==> config.mk <==
export PLATFORM = sky130hd
export DESIGN_NAME = async_fifo_show_ahead_rd_stream_flat
export DESIGN_NICKNAME = d
export VERILOG_FILES = /design/src/rtl/async_fifo_pkg.sv /design/src/rtl/async_fifo_show_ahead_rd_stream_if.sv /design/src/rtl/async_fifo_rd_skid_buf.sv /design/src/rtl/async_fifo_show_ahead_rd_stream.sv /design/src/flat_wrapper.sv
export SDC_FILE = /design/constraint.sdc
export NUM_CORES = 1
export LEC_CHECK = 0
export ABC_AREA = 1
export CAP_MARGIN = 15
export CORE_ASPECT_RATIO = 1.75
export CORE_MARGIN = 2
export CORE_UTILIZATION = 39
export DETAILED_ROUTE_END_ITERATION = 8
export PLACE_DENSITY = 0.67
export SLEW_MARGIN = 25
export SYNTH_ARGS = -nofsm -noshare
export SYNTH_HDL_FRONTEND = slang
export SYNTH_SLANG_ARGS = --single-unit
export TNS_END_PERCENT = 5
==> constraint.sdc <==
create_clock -name rdclk -period 4.1 [get_ports rdclk]
set_input_delay 1.025 -clock rdclk [delete_from_list [all_inputs] [get_ports rdclk]]
set_output_delay 1.025 -clock rdclk [all_outputs]
set_load 0.02 [all_outputs]
==> src/rtl/async_fifo_pkg.sv <==
// -----------------------------------------------------------------------------
// async_fifo_pkg
// Shared types and constants for the show-ahead async FIFO read-side stream
// adapter (async_fifo_show_ahead_rd_stream) and its skid buffer.
//   rd_stream_state_t : adapter state (RUN / FLUSH)
//   STAT_WIDTH        : width of the optional statistics counters
//   SKID_DEPTH        : number of entries in the read-side skid buffer
// -----------------------------------------------------------------------------
package async_fifo_pkg;

  typedef enum logic [0:0] {
    RUN   = 1'b0,
    FLUSH = 1'b1
  } rd_stream_state_t;

  localparam int STAT_WIDTH = 32;
  localparam int SKID_DEPTH = 2;

endpackage

==> src/rtl/async_fifo_show_ahead_rd_stream_if.sv <==
// -----------------------------------------------------------------------------
// async_fifo_show_ahead_rd_stream_if
// Bundles the FIFO read-side signals and the outgoing valid/ready stream.
//   rdreq    : pop request to the FIFO read logic
//   rdempty  : FIFO empty flag (registered at its source)
//   q        : FIFO head word, valid while rdempty = 0
//   rdusedw  : FIFO read-side used-word count
//   m_valid  : stream data valid
//   m_ready  : stream sink ready
//   m_data   : stream data
// Modports:
//   master : the adapter (drives rdreq and the stream outputs)
//   slave  : the environment (FIFO read logic + stream sink)
// -----------------------------------------------------------------------------
interface async_fifo_show_ahead_rd_stream_if #(
  parameter int DATA_WIDTH      = 8,
  parameter int FIFO_ADDR_WIDTH = 8
);

  logic                       rdreq;
  logic                       rdempty;
  logic [DATA_WIDTH-1:0]      q;
  logic [FIFO_ADDR_WIDTH-1:0] rdusedw;
  logic                       m_valid;
  logic                       m_ready;
  logic [DATA_WIDTH-1:0]      m_data;

  modport master (
    output rdreq,
    input  rdempty,
    input  q,
    input  rdusedw,
    output m_valid,
    input  m_ready,
    output m_data
  );

  modport slave (
    input  rdreq,
    output rdempty,
    output q,
    output rdusedw,
    input  m_valid,
    output m_ready,
    input  m_data
  );

endinterface

==> src/rtl/async_fifo_rd_skid_buf.sv <==
// -----------------------------------------------------------------------------
// async_fifo_rd_skid_buf
// In-order 2-entry register buffer sitting between the FIFO head and the
// stream output. Entry 0 is always the head.
// Ports:
//   rdclk  in  : clock
//   reset  in  : synchronous active-high reset (empties, zeroes the entries)
//   push   in  : write din into the tail
//   din    in  : data to write
//   pop    in  : remove the head entry
//   clear  in  : discard all entries (wins over push/pop for the count)
//   cnt    out : occupancy, 0..SKID_DEPTH
//   head   out : head entry
// -----------------------------------------------------------------------------
module async_fifo_rd_skid_buf
  import async_fifo_pkg::*;
#(
  parameter int DATA_WIDTH = 8
) (
  input  logic                  rdclk,
  input  logic                  reset,
  input  logic                  push,
  input  logic [DATA_WIDTH-1:0] din,
  input  logic                  pop,
  input  logic                  clear,
  output logic [1:0]            cnt,
  output logic [DATA_WIDTH-1:0] head
);

  logic [1:0]            cnt_reg;
  logic [DATA_WIDTH-1:0] entry_reg [SKID_DEPTH];
  logic [1:0]            wr_idx;
  logic [SKID_DEPTH-1:0] wr_sel;

  // With a simultaneous pop the surviving entries shift down by one, so the
  // tail slot for the incoming word is one lower.
  assign wr_idx = pop ? (cnt_reg - 2'd1) : cnt_reg;

  generate
    for (genvar gi = 0; gi < SKID_DEPTH; gi++) begin : g_wr_sel
      assign wr_sel[gi] = push && (wr_idx == 2'(gi));
    end
  endgenerate

  always_ff @(posedge rdclk) begin
    if (reset) begin
      cnt_reg      <= 2'd0;
      entry_reg[0] <= '0;
      entry_reg[1] <= '0;
    end else begin
      if (clear) begin
        cnt_reg <= 2'd0;
      end else begin
        cnt_reg <= cnt_reg + 2'(push) - 2'(pop);
      end

      if (wr_sel[0]) begin
        entry_reg[0] <= din;
      end else if (pop) begin
        entry_reg[0] <= entry_reg[1];
      end

      if (wr_sel[1]) begin
        entry_reg[1] <= din;
      end
    end
  end

  assign cnt  = cnt_reg;
  assign head = entry_reg[0];

endmodule

==> src/rtl/async_fifo_show_ahead_rd_stream.sv <==
// -----------------------------------------------------------------------------
// async_fifo_show_ahead_rd_stream
// Converts the show-ahead FIFO read interface (rdreq/rdempty/q) into a
// valid/ready stream through a 2-entry skid buffer, so m_ready never reaches
// rdreq combinationally. Also reports a combined fill level and implements a
// flush state machine that drains and discards the FIFO contents.
// Ports:
//   rdclk      in  : clock (only clock)
//   reset      in  : synchronous active-high reset
//   bus        if  : async_fifo_show_ahead_rd_stream_if.master
//                    (rdreq, rdempty, q, rdusedw, m_valid, m_ready, m_data)
//   level      out : registered rdusedw + skid occupancy, FIFO_ADDR_WIDTH+1 bits
//   flush      in  : single-cycle drain-and-discard request
//   flush_done out : one-cycle pulse when the drain completes
// Optional (macro ASYNC_FIFO_STREAM_STATS_EN):
//   stat_beats   out : count of stream transfers (wraps)
//   stat_dropped out : skid entries discarded on flush + words popped in FLUSH
// -----------------------------------------------------------------------------
module async_fifo_show_ahead_rd_stream
  import async_fifo_pkg::*;
#(
  parameter int DATA_WIDTH      = 8,
  parameter int FIFO_ADDR_WIDTH = 8
) (
  input  logic                                 rdclk,
  input  logic                                 reset,
  async_fifo_show_ahead_rd_stream_if.master    bus,
  output logic [FIFO_ADDR_WIDTH:0]             level,
  input  logic                                 flush,
  output logic                                 flush_done
`ifdef ASYNC_FIFO_STREAM_STATS_EN
  ,
  output logic [STAT_WIDTH-1:0]                stat_beats,
  output logic [STAT_WIDTH-1:0]                stat_dropped
`endif
);

  localparam int LEVEL_WIDTH = FIFO_ADDR_WIDTH + 1;

  rd_stream_state_t         state_reg, state_next;
  logic                     flush_done_reg;
  logic [LEVEL_WIDTH-1:0]   level_reg;

  logic                     rdreq_next;
  logic                     push_next;
  logic                     clear_next;
  logic                     m_valid_next;
  logic                     transfer;
  logic [1:0]               cnt;
  logic [DATA_WIDTH-1:0]    head;

  async_fifo_rd_skid_buf #(
    .DATA_WIDTH (DATA_WIDTH)
  ) u_skid (
    .rdclk (rdclk),
    .reset (reset),
    .push  (push_next),
    .din   (bus.q),
    .pop   (transfer),
    .clear (clear_next),
    .cnt   (cnt),
    .head  (head)
  );

  always_ff @(posedge rdclk) begin
    if (reset) begin
      state_reg <= RUN;
    end else begin
      state_reg <= state_next;
    end
  end

  // The pop decision uses only registered terms (cnt, rdempty, state) plus
  // flush, which keeps m_ready out of the rdreq path.
  always_comb begin
    state_next   = state_reg;
    rdreq_next   = 1'b0;
    push_next    = 1'b0;
    clear_next   = 1'b0;
    m_valid_next = 1'b0;
    case (state_reg)
      RUN: begin
        m_valid_next = (cnt != 2'd0);
        rdreq_next   = ~bus.rdempty && (cnt < 2'(SKID_DEPTH)) && ~flush;
        push_next    = rdreq_next;
        if (flush) begin
          // This cycle's handshake still completes; whatever remains is dropped.
          state_next = FLUSH;
          clear_next = 1'b1;
        end
      end
      FLUSH: begin
        // Drain the FIFO, discarding every popped word.
        rdreq_next = ~bus.rdempty;
        if (bus.rdempty) begin
          state_next = RUN;
        end
      end
      default: begin
        state_next = RUN;
      end
    endcase
    if (reset) begin
      rdreq_next = 1'b0;
      push_next  = 1'b0;
    end
  end

  assign transfer = m_valid_next && bus.m_ready;

  always_ff @(posedge rdclk) begin
    if (reset) begin
      flush_done_reg <= 1'b0;
      level_reg      <= '0;
    end else begin
      flush_done_reg <= (state_reg == FLUSH) && bus.rdempty;
      level_reg      <= {1'b0, bus.rdusedw} + LEVEL_WIDTH'(cnt);
    end
  end

`ifdef ASYNC_FIFO_STREAM_STATS_EN
  logic [STAT_WIDTH-1:0] stat_beats_reg;
  logic [STAT_WIDTH-1:0] stat_dropped_reg;
  logic [1:0]            drop_inc;

  // Entries left behind by the flush-entry transfer, or the discarded pop.
  always_comb begin
    drop_inc = 2'd0;
    if (state_reg == RUN && flush) begin
      drop_inc = cnt - 2'(transfer);
    end else if (state_reg == FLUSH) begin
      drop_inc = 2'(rdreq_next);
    end
  end

  always_ff @(posedge rdclk) begin
    if (reset) begin
      stat_beats_reg   <= '0;
      stat_dropped_reg <= '0;
    end else begin
      stat_beats_reg   <= stat_beats_reg + STAT_WIDTH'(transfer);
      stat_dropped_reg <= stat_dropped_reg + STAT_WIDTH'(drop_inc);
    end
  end

  assign stat_beats   = stat_beats_reg;
  assign stat_dropped = stat_dropped_reg;
`endif

  assign bus.rdreq   = rdreq_next;
  assign bus.m_valid = m_valid_next;
  assign bus.m_data  = head;
  assign level       = level_reg;
  assign flush_done  = flush_done_reg;

endmodule

==> src/flat_wrapper.sv <==
// flat-port wrapper written by rule: the top's interface ports become plain ports
module async_fifo_show_ahead_rd_stream_flat import async_fifo_pkg::*;
#(
  parameter int DATA_WIDTH      = 8,
  parameter int FIFO_ADDR_WIDTH = 8
)
  (rdclk, reset, level, flush, flush_done, bus_rdreq, bus_rdempty, bus_q, bus_rdusedw, bus_m_valid, bus_m_ready, bus_m_data);
  async_fifo_show_ahead_rd_stream_if #(.DATA_WIDTH(DATA_WIDTH), .FIFO_ADDR_WIDTH(FIFO_ADDR_WIDTH)) bus_i ();
  input  logic rdclk;
  input  logic reset;
  output logic [FIFO_ADDR_WIDTH:0] level;
  input  logic flush;
  output logic flush_done;
  output wire logic [$bits(bus_i.rdreq)-1:0] bus_rdreq;
  input wire logic [$bits(bus_i.rdempty)-1:0] bus_rdempty;
  input wire logic [$bits(bus_i.q)-1:0] bus_q;
  input wire logic [$bits(bus_i.rdusedw)-1:0] bus_rdusedw;
  output wire logic [$bits(bus_i.m_valid)-1:0] bus_m_valid;
  input wire logic [$bits(bus_i.m_ready)-1:0] bus_m_ready;
  output wire logic [$bits(bus_i.m_data)-1:0] bus_m_data;
  assign bus_rdreq = bus_i.rdreq;
  assign bus_i.rdempty = bus_rdempty;
  assign bus_i.q = bus_q;
  assign bus_i.rdusedw = bus_rdusedw;
  assign bus_m_valid = bus_i.m_valid;
  assign bus_i.m_ready = bus_m_ready;
  assign bus_m_data = bus_i.m_data;
  async_fifo_show_ahead_rd_stream #(.DATA_WIDTH(DATA_WIDTH), .FIFO_ADDR_WIDTH(FIFO_ADDR_WIDTH)) u_core (.rdclk(rdclk), .reset(reset), .bus(bus_i), .level(level), .flush(flush), .flush_done(flush_done));
endmodule
## Yosys cells after proc, flatten, opt, wreduce, memory -nomap -nowiden

Memories as Yosys holds them, arrays and structs flattened.
Index checks and enable logic that the tools add are counted.

| operators by class | value |
|---|---|
| add/sub/neg operators | 4 |
| magnitude comparators | 1 |
| eq/ne operators | 1 |
| muxes and demuxes | 25 |
| bitwise operators | 6 |
| reductions and logical operators | 9 |

Operators with widths:

| kind | number |
|---|---|
| $mux W8 | 3 |
| $mux W1 | 19 |
| $add A8 B2 Y9 | 1 |
| $logic_and A1 B1 Y1 | 6 |
| $pmux W1 S2 | 2 |
| $not A1 Y1 | 3 |
| $or A1 B1 Y1 | 3 |
| $add A2 B1 Y2 | 1 |
| $eq A2 B1 Y1 const B | 1 |
| $logic_not A2 Y1 | 1 |
| $lt A2 B2 Y1 const B | 1 |
| $mux W2 | 1 |
| $reduce_bool A2 Y1 | 1 |
| $reduce_or A2 Y1 | 1 |
| $sub A2 B1 Y2 | 1 |
| $sub A2 B1 Y2 const B | 1 |

| word-level totals | value |
|---|---|
| register bits | 13 |
| RAM bits | 16 |
| output and inout bits | 20 |
| logic and storage cells | 51 |
| memories | 1 |

Memories:

| memory | depth | width | read ports | clocked after memory_dff | wr ports | RTL line | source |
|---|---|---|---|---|---|---|---|
| u_core.u_skid.entry_reg | 2 | 8 | 2 | 0 | 2 | async_fifo_rd_skid_buf.sv:31 | `logic [DATA_WIDTH-1:0] entry_reg [SKID_DEPTH];` |

## Logic depth before layout (Yosys ltp)

| depth | value |
|---|---|
| word-level depth | 11 |
| mapped depth | 10 |
| depth with buffers taken out | 10 |

## By module

From an unflattened synthesis, not the netlist that was laid out.

| second synthesis, totals | value |
|---|---|
| cell total of the unflattened synthesis | 189 |
| area, all modules | 1,546.5 um2 |

By module, submodules not included:

| module | times used | cells each | area an instance (um2) | seq. area each (um2) |
|---|---|---|---|---|
| async_fifo_rd_skid_buf | 1 | 114 | 1,018.5 | 520.5 |
| async_fifo_show_ahead_rd_stream | 1 | 75 | 528.0 | 220.2 |

## Least setup slack after synthesis

OpenSTA, ideal clock, no wires.

| timing path | value |
|---|---|
| path type | input port to output port |
| start | input reset |
| end | output bus_rdreq |
| data arrival time | 1.507 ns |
| setup slack | 1.568 ns |
| stages | 4 |
| path buffers | 1 |
| cells stage by stage | buf_6 -> nor2_4 -> nand3_1 -> nand2_1 |

| between the ends | value |
|---|---|
| cells in the longest elaborated chain, start to end | 1 |

Ends and longest elaborated chain:

| element | RTL line | source |
|---|---|---|
| start: declaration | flat_wrapper.sv:10 | `input logic reset;` |
| $mux W1 | async_fifo_show_ahead_rd_stream.sv:103 | `if (reset) begin` |
| end: declaration | flat_wrapper.sv:14 | `output wire logic [$bits(bus_i.rdreq)-1:0] bus_rdreq;` |

No other way between the ends.

## Worst setup path after layout

Ends and elaborated chain as after synthesis.

==> results.md <==
* Setup TNS at 0 ns
* Setup violations, final at 0
* Largest net degree at the start of global routing at 11
* Final min period at ~3.5 ns
* Most used cell, CP: clkdlybuf4s50_1
* Final hold violations at 0
* Initial DRT Pass Iterations at 4
* Antenna diode count at 0
* Crit-path cells: clkdlybuf4s50_1, nor2_4, nand3_1, nand2_1, clkdlybuf4s50_1
* First-pass GRT wire length at 5150 um
* Core area at approximately 3700 um2
* Routability-driven placement congestion ratio at roughly 0.81
* Clock Skews at 0.00504 ns
* Max FO, Critical Path at 3
* P&R area growth vs syn at 32.3%
* Iteration-0 DRC Markers at 42
* Fin util at 54.1%
* Pleak at ~0.85 nW
* DP HPWL at 2410 um
* Synth Area in Adders at approximately 4.7%
* Most common cell after layout, fill and taps aside: clkdlybuf4s50_1
* Port bufs at 40
* Final wirelength at 3070 um
* Cts repair resizes at 0
* Worst path top cell family by delay: buffers and inverters
* CP bufs+invs at 2
* Run status: finished clean
* GRT Overall Usage at 15.7%
* CP startpoint kind: input pin
* Layout cells sized above 1 at 11.0%
* Yosys cell types at 25
* CTS tree: built
* Maximum clock insertion buffer count at 2
* Sinks on Clock Net at 29
* Peak VDD IR at 0.250 mV
* Initial antenna violation count at 0
* Die height at about 86 um
* Layout Cells excl Fill at around 250
* Post-place instance area at 1890 um2
* WP depth at 5
* Design area at 1980 um2
* Setup bufs post-CTS at 0
* Power Density at about 340 nW/um2
* CTS clk-pin slew, worst paths at 0.06 ns
* Tcrit/Tclk final at about 85%
* Mapped Nets at 186
* H-tree lvl count at 2
* Most frequent cells in the layout: 40 x clkdlybuf4s50_1, 26 x nand2_1, 20 x nor2_1
* Max reg flops at 16
* Die area at 4370 um2
* Critical path capture point type: output port
* Sequential cell area fraction in the yosys report at 49.4%
* Final ANT Viol Nets at 0
* Row cnt at 29
* Hold-fix buffers at CTS at 0
* Arrival time worst endpoint at 2.46 ns
* Post-synthesis mux area share at 0%
* Post-Synth Simple-Gate Area at 27.8%
* Syn Std Cell Area at between 1000 and 1500 um2
* F_max at approximately 0.29 GHz
* Critical path type: in2out
* IO Pins at 41
* DRC Markers at 0
* Reg2reg path depth at 9
* Routed wire length per instance at 12.5 um
* Main combinational cell family by area after synthesis: simple AND/OR/NAND/NOR gates
* YS warnings at 0
* CTS root buf: clkbuf_8
* Number of cells after detailed placement at 238
* Total power draw at 0.679 mW
* Clk_lat worst skew at approximately 0.28 ns
* RSZ-0062 raised after global routing: no
* Total of max-cap violations at 0
* XOR/XNOR Fraction of Synth Area at 1.75%
* DR vias at between 1000 and 1500
* Post-synthesis compound-gate area fraction at 6.34%
* Initial Util at 40.9%
* Grt ovf at 0
* CP max stage delay at 0.60 ns
* Synthesized area per cell at between 9 and 10 um2
* Worst slew pin tran at 0.399 ns
* Highest-delay cell along the critical path: clkdlybuf4s50_1
* Slew Viols, Final at 0
* Post-synthesis register bit count at 29
* Final net count at ~230
* Max-slew headroom at 73.3%
* Hold Path Class: reg2reg
* Post-DR vias/cell at between 4 and 5
* Vias in the first global route at 1184
* Hold Path Depth at 2
* Cts bufs inserted at 5
* Cells after Synth at 160
* Critical Path RT at ~3 ns
* Die W at between 50 and 60 um
-- metrics by stage --
stage	hold slack [ns]	setup WS [ns]
after floorplan	0.468	1.57
after global placement	0.500	0.659
after detailed placement	0.503	0.612
after CTS	0.513	0.601
after global routing	0.533	0.554
final	0.507	0.615
-- logic make-up after synthesis --
kind of cell / count (synthesis)
AO/OA/AOI/OAI: 15
XOR/XNOR: 3
adder cells (fa/ha/maj): 5
buffers and inverters: 30
flip-flops: 29
AND/OR/NAND/NOR: 78
-- synth_stat cells --
cell | count | area, um2
nand2_1 | 26 | 97.6
nor2_1 | 20 | 75.1
inv_1 | 19 | 71.3
nand3_1 | 17 | 85.1
edfxtp_1 | 16 | 480
dfxtp_1 | 13 | 260
buf_4 | 8 | 60.1
o211ai_1 | 8 | 60.1
ha_1 | 4 | 50.1
o21ai_0 | 4 | 20.0
a21oi_1 | 3 | 15.0
nand2_4 | 3 | 33.8
nor2_4 | 3 | 33.8
xor2_1 | 3 | 26.3
inv_2 | 2 | 7.51
nand2_2 | 2 | 12.5
buf_6 | 1 | 11.3
fa_1 | 1 | 20.0
nand3_2 | 1 | 10.0
nand3_4 | 1 | 17.5
nand3b_1 | 1 | 7.51
nand4_2 | 1 | 12.5
nor2_2 | 1 | 6.26
nor2_8 | 1 | 20.0
nor3_1 | 1 | 5.00
-- per-layer routing --
metal  share of wire (%)  wire length, um  up-vias  track usage [%]
li1                    -                -      597                -
met1                  35             1080      579             15.1
met2                  57             1750       42             29.7
met3                 5.1              156        8             3.66
met4                 2.8               86        0             8.60
met5                   0                0        -                0
-- where the power goes --
part	switching (mW)	internal, mW
logic	0.0587	0.0506
clock network	0.103	0.137
registers	0.00626	0.324
total	0.168	0.512
-- final cells by class --
| type | count | area (um2) |
|---|---|---|
| multi-input cells | 101 | 608 |
| well taps | 46 | 57.6 |
| inverters | 21 | 78.8 |
| flip-flops and latches | 29 | 741 |
| fillers | 342 | 1680 |
| clock buffers | 8 | 90.1 |
| repair buffers | 41 | 408 |
-- path summary, 6_finish.rpt --
| path | end | from | slack, ns |
|---|---|---|---|
| max reg2reg | u_core.u_skid.entry_reg[0][12] | u_core.u_skid.cnt[1] | 1.85 |
| min | u_core.flush_done | u_core.state_reg | 0.51 |
| min reg2reg | u_core.flush_done | u_core.state_reg | 0.51 |
| max | bus_rdreq | reset | 0.62 |
-- worst min-delay path, cell delays in order (launching register included) --
cell     delay (ns)
dfxtp_1        0.36
nand2_1        0.07
nor2_1         0.04
Note: power is estimated with default switching activity, not from simulation.
